### src/rtl/serial_subtractor.sv
// Bit-serial subtractor: diff = a - b - bin, LSB first, one bit per clock,
// through a single full-subtractor cell and a borrow flop.
// Optional feature macro: SUB_OVF_EN adds the signed-overflow output ovf.
module serial_subtractor #(
  parameter int unsigned WIDTH = 8
) (
  input  logic             clk,
  input  logic             rst_n,
  input  logic             in_valid,
  output logic             in_ready,
  input  logic [WIDTH-1:0] a,
  input  logic [WIDTH-1:0] b,
  input  logic             bin,
  output logic             out_valid,
  input  logic             out_ready,
  output logic [WIDTH-1:0] diff,
  output logic             bout,
  output logic             busy
`ifdef SUB_OVF_EN
  ,
  output logic             ovf
`endif
);

  localparam int unsigned CW   = (WIDTH > 2) ? $clog2(WIDTH) : 1;
  localparam int unsigned LAST = WIDTH - 1;

  typedef enum logic [1:0] {
    S_IDLE = 2'd0,
    S_RUN  = 2'd1,
    S_DONE = 2'd2
  } state_t;

  state_t           state;
  state_t           state_nxt;
  logic [CW-1:0]    count;
  logic [WIDTH-1:0] a_sh;
  logic [WIDTH-1:0] b_sh;
  logic [WIDTH-1:0] diff_sh;
  logic             borrow;
  logic             bout_q;

  logic             accept_c;
  logic             release_c;
  logic             last_c;
  logic             d_c;
  logic             br_nxt_c;

  // State register
  always_ff @(posedge clk or negedge rst_n) begin
    if (!rst_n) begin
      state <= S_IDLE;
    end else begin
      state <= state_nxt;
    end
  end

  // Next-state and handshake decode
  always_comb begin
    state_nxt = state;
    accept_c  = 1'b0;
    release_c = 1'b0;
    last_c    = (count == CW'(LAST));
    case (state)
      S_IDLE: begin
        if (in_valid && in_ready) begin
          accept_c  = 1'b1;
          state_nxt = S_RUN;
        end
      end
      S_RUN: begin
        if (last_c) begin
          state_nxt = S_DONE;
        end
      end
      S_DONE: begin
        if (out_valid && out_ready) begin
          release_c = 1'b1;
          state_nxt = S_IDLE;
        end
      end
      default: begin
        state_nxt = S_IDLE;
      end
    endcase
  end

  // Full-subtractor cell on the current LSBs and the running borrow
  always_comb begin
    d_c      = a_sh[0] ^ b_sh[0] ^ borrow;
    br_nxt_c = (~a_sh[0] & b_sh[0]) | (~(a_sh[0] ^ b_sh[0]) & borrow);
  end

  // Registered handshake/status flags follow the next state
  always_ff @(posedge clk or negedge rst_n) begin
    if (!rst_n) begin
      in_ready  <= 1'b1;
      out_valid <= 1'b0;
      busy      <= 1'b0;
    end else begin
      in_ready  <= (state_nxt == S_IDLE);
      out_valid <= (state_nxt == S_DONE);
      busy      <= (state_nxt == S_RUN);
    end
  end

  // Operand shifters, borrow chain, bit counter and result shift register
  always_ff @(posedge clk or negedge rst_n) begin
    if (!rst_n) begin
      a_sh    <= '0;
      b_sh    <= '0;
      diff_sh <= '0;
      borrow  <= 1'b0;
      count   <= '0;
      bout_q  <= 1'b0;
    end else if (accept_c) begin
      a_sh    <= a;
      b_sh    <= b;
      diff_sh <= '0;
      borrow  <= bin;
      count   <= '0;
    end else if (state == S_RUN) begin
      a_sh    <= a_sh >> 1;
      b_sh    <= b_sh >> 1;
      diff_sh <= {d_c, diff_sh[WIDTH-1:1]};
      borrow  <= br_nxt_c;
      if (last_c) begin
        bout_q <= br_nxt_c;
      end else begin
        count  <= count + CW'(1);
      end
    end
  end

  assign diff = diff_sh;
  assign bout = bout_q;

`ifdef SUB_OVF_EN
  // Signed overflow: borrow into the MSB differs from borrow out of it
  always_ff @(posedge clk or negedge rst_n) begin
    if (!rst_n) begin
      ovf <= 1'b0;
    end else if (state == S_RUN && last_c) begin
      ovf <= borrow ^ br_nxt_c;
    end else if (release_c || accept_c) begin
      ovf <= 1'b0;
    end
  end
`else
  logic unused_release;
  assign unused_release = release_c;
`endif

endmodule

### config.mk
export PLATFORM = sky130hd
export DESIGN_NAME = serial_subtractor
export DESIGN_NICKNAME = d
export VERILOG_FILES = /design/src/rtl/serial_subtractor.sv
export SDC_FILE = /design/constraint.sdc
export NUM_CORES = 1
export LEC_CHECK = 0
export ABC_AREA = 1
export BUFFER_PORTS_ARGS = -buffer_cell sky130_fd_sc_hd__buf_2
export CORE_AREA = 4 4 61 63
export CTS_CLUSTER_DIAMETER = 60
export CTS_CLUSTER_SIZE = 10
export DETAILED_ROUTE_END_ITERATION = 6
export DIE_AREA = 0 0 65 67
export PLACE_DENSITY = 0.76
export SETUP_SLACK_MARGIN = 0.4
export SLEW_MARGIN = 20
export SYNTH_ARGS = -nofsm -noshare
export SYNTH_HDL_FRONTEND = slang
export SYNTH_SLANG_ARGS = --single-unit
### constraint.sdc
create_clock -name clk -period 1.7 [get_ports clk]
set_clock_uncertainty 0.1 [all_clocks]
set_input_delay 0.34 -clock clk [delete_from_list [all_inputs] [get_ports clk]]
set_output_delay 0.34 -clock clk [all_outputs]
set_load 0.02 [all_outputs]
== After elaboration in Yosys (flattened, before gate mapping) ==
Index checks and enable logic that the tools add are counted.
Storage, ports and cells
  word-level logic and storage cells: 49
  bits of input ports: 21
  register bits: 34
  output and inout bits: 12
Cells by class
  muxes and demuxes: 17
  reduce and logical (&&, ||, !) cells: 7
  bitwise logic cells: 8
  equality and inequality tests: 6
  add/subtract/negate cells: 1
Operator list (count)
  8-bit two-way mux: 6
  3-bit two-way mux: 3
  2-bit two-way mux: 3
  2-bit one-hot mux with 3 select lines: 1
  2-bit by 1-bit == test with 1-bit output (second input constant): 2
  2-bit == test (second input constant): 2
  2-bit logical NOT: 2
  1-bit two-way mux: 4
  3-bit by 1-bit adder with 3-bit output (second input constant): 1
  3-bit == test (second input constant): 1
  1-bit inverter: 3
  3-bit AND reduction: 1
  1-bit bitwise AND: 2
  1-bit logical AND: 2
  2-bit inequality test (second input constant): 1
  2-bit AND reduction: 1
  2-bit nonzero test: 1
  1-bit XOR: 2
  1-bit bitwise OR: 1

== Longest topological paths before layout ==
  depth in word-level cells: 6
  gate-level depth with buffers: 7
  depth with buffers taken out: 7

== Worst setup path before layout ==
OpenSTA, ideal clock, no wires.
  path type: reg2reg
  start: register in_ready
  end: register a_sh[1]
  required time: 1.483 ns
  cell stages (with the launch flop): 7
  path buffers: 1
  path slack: 0.245 ns
  library setup time: 0.117 ns
  arrival: 1.238 ns
  clock period less this slack: 1.455 ns
  cells stage by stage: dfstp_2 -> nand2_1 -> clkinv_1 -> clkbuf_1 -> nand3b_1 -> nand2_1 -> nand2_1
On the way
  longest elaborated chain between the ends: 4
  elaborated cells between the ends (all ways): 5
  classes of those cells: mux (3); reduce/logical (2)
RTL lines
  from (decl): line 10  | output logic in_ready,
  from (signal assigned): line 101  | in_ready <= (state_nxt == S_IDLE);
  1-bit logical AND *: line 66  | if (in_valid && in_ready) begin
  1-bit two-way mux *: line 66
  1-bit two-way mux *: line 64  | case (state)
  8-bit two-way mux / 2-bit nonzero test (equally long branches)
  to (signal assigned): line 123  | a_sh <= a_sh >> 1;
  to (decl): line 37  | logic [WIDTH-1:0] a_sh;
Every way passes the cells marked *; elsewhere a longest branch is shown, timed or not.
A chain may end at the register's enable or synchronous reset.

== Worst setup path after layout ==
  start: register in_ready
  end: output in_ready
No word-level cell between the ends.

==> results.json <==
{
  "p_leak_nw": 1.241,
  "fin_area_um2": 2272,
  "slowest_stage": "dfstp_2",
  "totalWireLength_mm": 4.166,
  "path_clk_slew_ps": 110,
  "routabilityCongestion": 0.7199,
  "finalSetupViolations": 0,
  "synth_edf_count": 0,
  "r2r_cells": 6,
  "grt_max_degree": 35,
  "numPortBuffers": 32,
  "critPathMaxStageDelay_ps": 560,
  "wl_per_cell_um": 13.84,
  "grt_usage_pct": 20.24,
  "synth_cells": 199,
  "powerDensity_nw_per_um2": 1969,
  "post-route-period-util_pct": 85.21,
  "swShare_pct": 42.07,
  "drv_cap": 0,
  "diodes": 0,
  "worst-setup-path-type": "reg -> out",
  "pwr-share-clk_pct": 12.5,
  "start_util_pct": 51.10,
  "irDropWorstVdd_mv": 0.8169,
  "maxSlewHeadroom_pct": 71.66,
  "cts_tree": "built",
  "remaining_drc_errors": 0,
  "ys.flop_type": "dfrtp_1",
  "finalPower_mw": 4.474,
  "drtAntennaViolNets": 0,
  "crit_fanout": 2,
  "antenna_found_initial": 0,
  "area_growth_pct": 37.58,
  "yosysUniqueCellTypes": 18,
  "grt_first_pass_wirelength_mm": 6.596,
  "syn_area_per_cell_um2": 8.299,
  "rsz0062_at_grt": "true",
  "hold_viol_final": 0,
  "hold_start": "a[7]",
  "grt.overflow.total": 0,
  "final_common_cell": "nand2_1",
  "mostFrequentLayoutCells": "nand2_1, nand3_1, dfrtp_1",
  "finalCriticalPeriod_ps": 1449,
  "die-height_um": 67,
  "num_vias": 1484,
  "cp.required_ps": 1260,
  "cts_root_buf": "clkbuf_4",
  "synth_area_um2": 1652,
  "nets": 278,
  "finalSetupTns_ps": 0,
  "hold_class": "in -> reg",
  "rr_startpoint": "in_ready",
  "start_kind": "register",
  "whs_path_depth": 3,
  "r2r_end": "a_sh[1]",
  "insertion_delay_ps": 340,
  "first_global_vias": 1416,
  "critPathCaptureType": "primary output",
  "worstPathArrival_ps": 1010,
  "synthesis.nets": 223,
  "path_buf_inv": 1,
  "cts_htree_levels": 2,
  "drv_slew": 0,
  "yosysWarnings": 0,
  "status": "completed",
  "coreArea_um2": 3232,
  "dieArea_um2": 4355,
  "yosys_register_bits": 34,
  "path_delay_family": "flip-flops",
  "drtPass1Iterations": 4,
  "async_flop_share_pct": 100.0,
  "vias_per_cell": 4.930,
  "worstMarginPinSlew_ps": 425.1,
  "power_frac_seq_pct": 32.4,
  "drt_first_iter_violations": 139,
  "ys_seq_area_share_pct": 51.59,
  "final_util_pct": 70.31,
  "power.internal_mw": 2.592,
  "holdWs_ps": 124.9,
  "power.net_switching_mw": 1.882,
  "hold_end": "a_sh[7]",
  "rrSetupSlack_ps": 310,
  "dp.final_hpwl_mm": 2.085,
  "drive_above_1_share_pct": 30.98,
  "cts_made_buffers": 5,
  "cts_sinks": 34,
  "place_area_um2": 1842,
  "rows": 21,
  "die_w_um": 65,
  "io_pins": 33,
  "cp_cell_sequence": "buf_6",
  "comb_power_share_pct": 55.1,
  "fmax_mhz": 690.3,
  "cts_max_path_buffers": 2
}
==> power groups by stage <==
stage	combinational, mW	sequential (mW)	clock (mW)
6_report	2.46	1.45	0.560
5_1_grt	2.74	1.48	0.602
4_1_cts	2.34	1.43	0.563
3_5_place_dp	1.72	1.43	0
3_3_place_gp	1.67	1.42	0
2_1_floorplan	1.22	1.54	0
==> registers in the layout, indices dropped and copies added, names as in the netlist <==
register and flops:
a_sh 8, b_sh 8, borrow 1, bout 1, busy 1, count 3
diff 8, in_ready 1, out_valid 1, state 2
==> cell usage after synthesis (all sizes together) (2+ instances only) <==
cell type	n	area [µm²]
nand3	36	180.2
dfrtp	33	825.8
inv	10	37.53
nand3b	11	82.58
buf	9	72.56
nand2	90	342.8
ha	2	25.02
nor2	3	26.27
==> stage by stage <==
step,setup slack [ps],std cells
floorplan,402.8,199
global placement,309.1,271
detailed placement,302.9,271
CTS,254.3,297
global route,212.3,301
finish,251.4,301
==> metal layers <==
metal  wire, µm  vias up  track usage, %
li1           -      749               -
met1       1784      683           25.11
met2       2090       42           33.33
met3        211       10           4.890
met4         80        0           8.971
met5          0        -               0
==> cells by family (layout without fill, tap and decap cells) <==
logic type | Yosys count | in the layout | synth area share (%)
DFF | 34 | 34 | 51.59
and+or+nand+nor | 140 | 142 | 38.26
adders and majority gates | 3 | 3 | 2.727
buffers and inverters | 21 | 75 | 7.120
AOI/OAI and AO/OA | 1 | 1 | 0.3027
==> worst max-delay path by stage <==
stage	depth (start not counted)	to	from	slack, ps
global placement	7	count[1]	count[0]	310
finish	1	in_ready	in_ready	250
global route	1	in_ready	in_ready	210
detailed placement	7	count[0]	count[0]	300
floorplan	6	diff[7]	in_ready	400
CTS	1	in_ready	in_ready	250
==> timing repair <==
action,in CTS,in global routing
setup buffers,14,4
endpoints found under the hold margin,33,0
hold buffers,1,0
pin swaps,3,0
endpoints found under the setup margin,41,41
gates cloned,3,0
resized for setup,38,3
==> layout make-up <==
cell class                      count  area [µm²]
Fill cell                         250       959.7
Inverter                           11       46.29
Timing Repair Buffer               56       488.0
Multi-Input combinational cell    146       747.0
Tap cell                           46       57.56
Sequential cell                    34       854.6
Clock buffer                        8       78.83
Power figures use the tool's default switching activity.
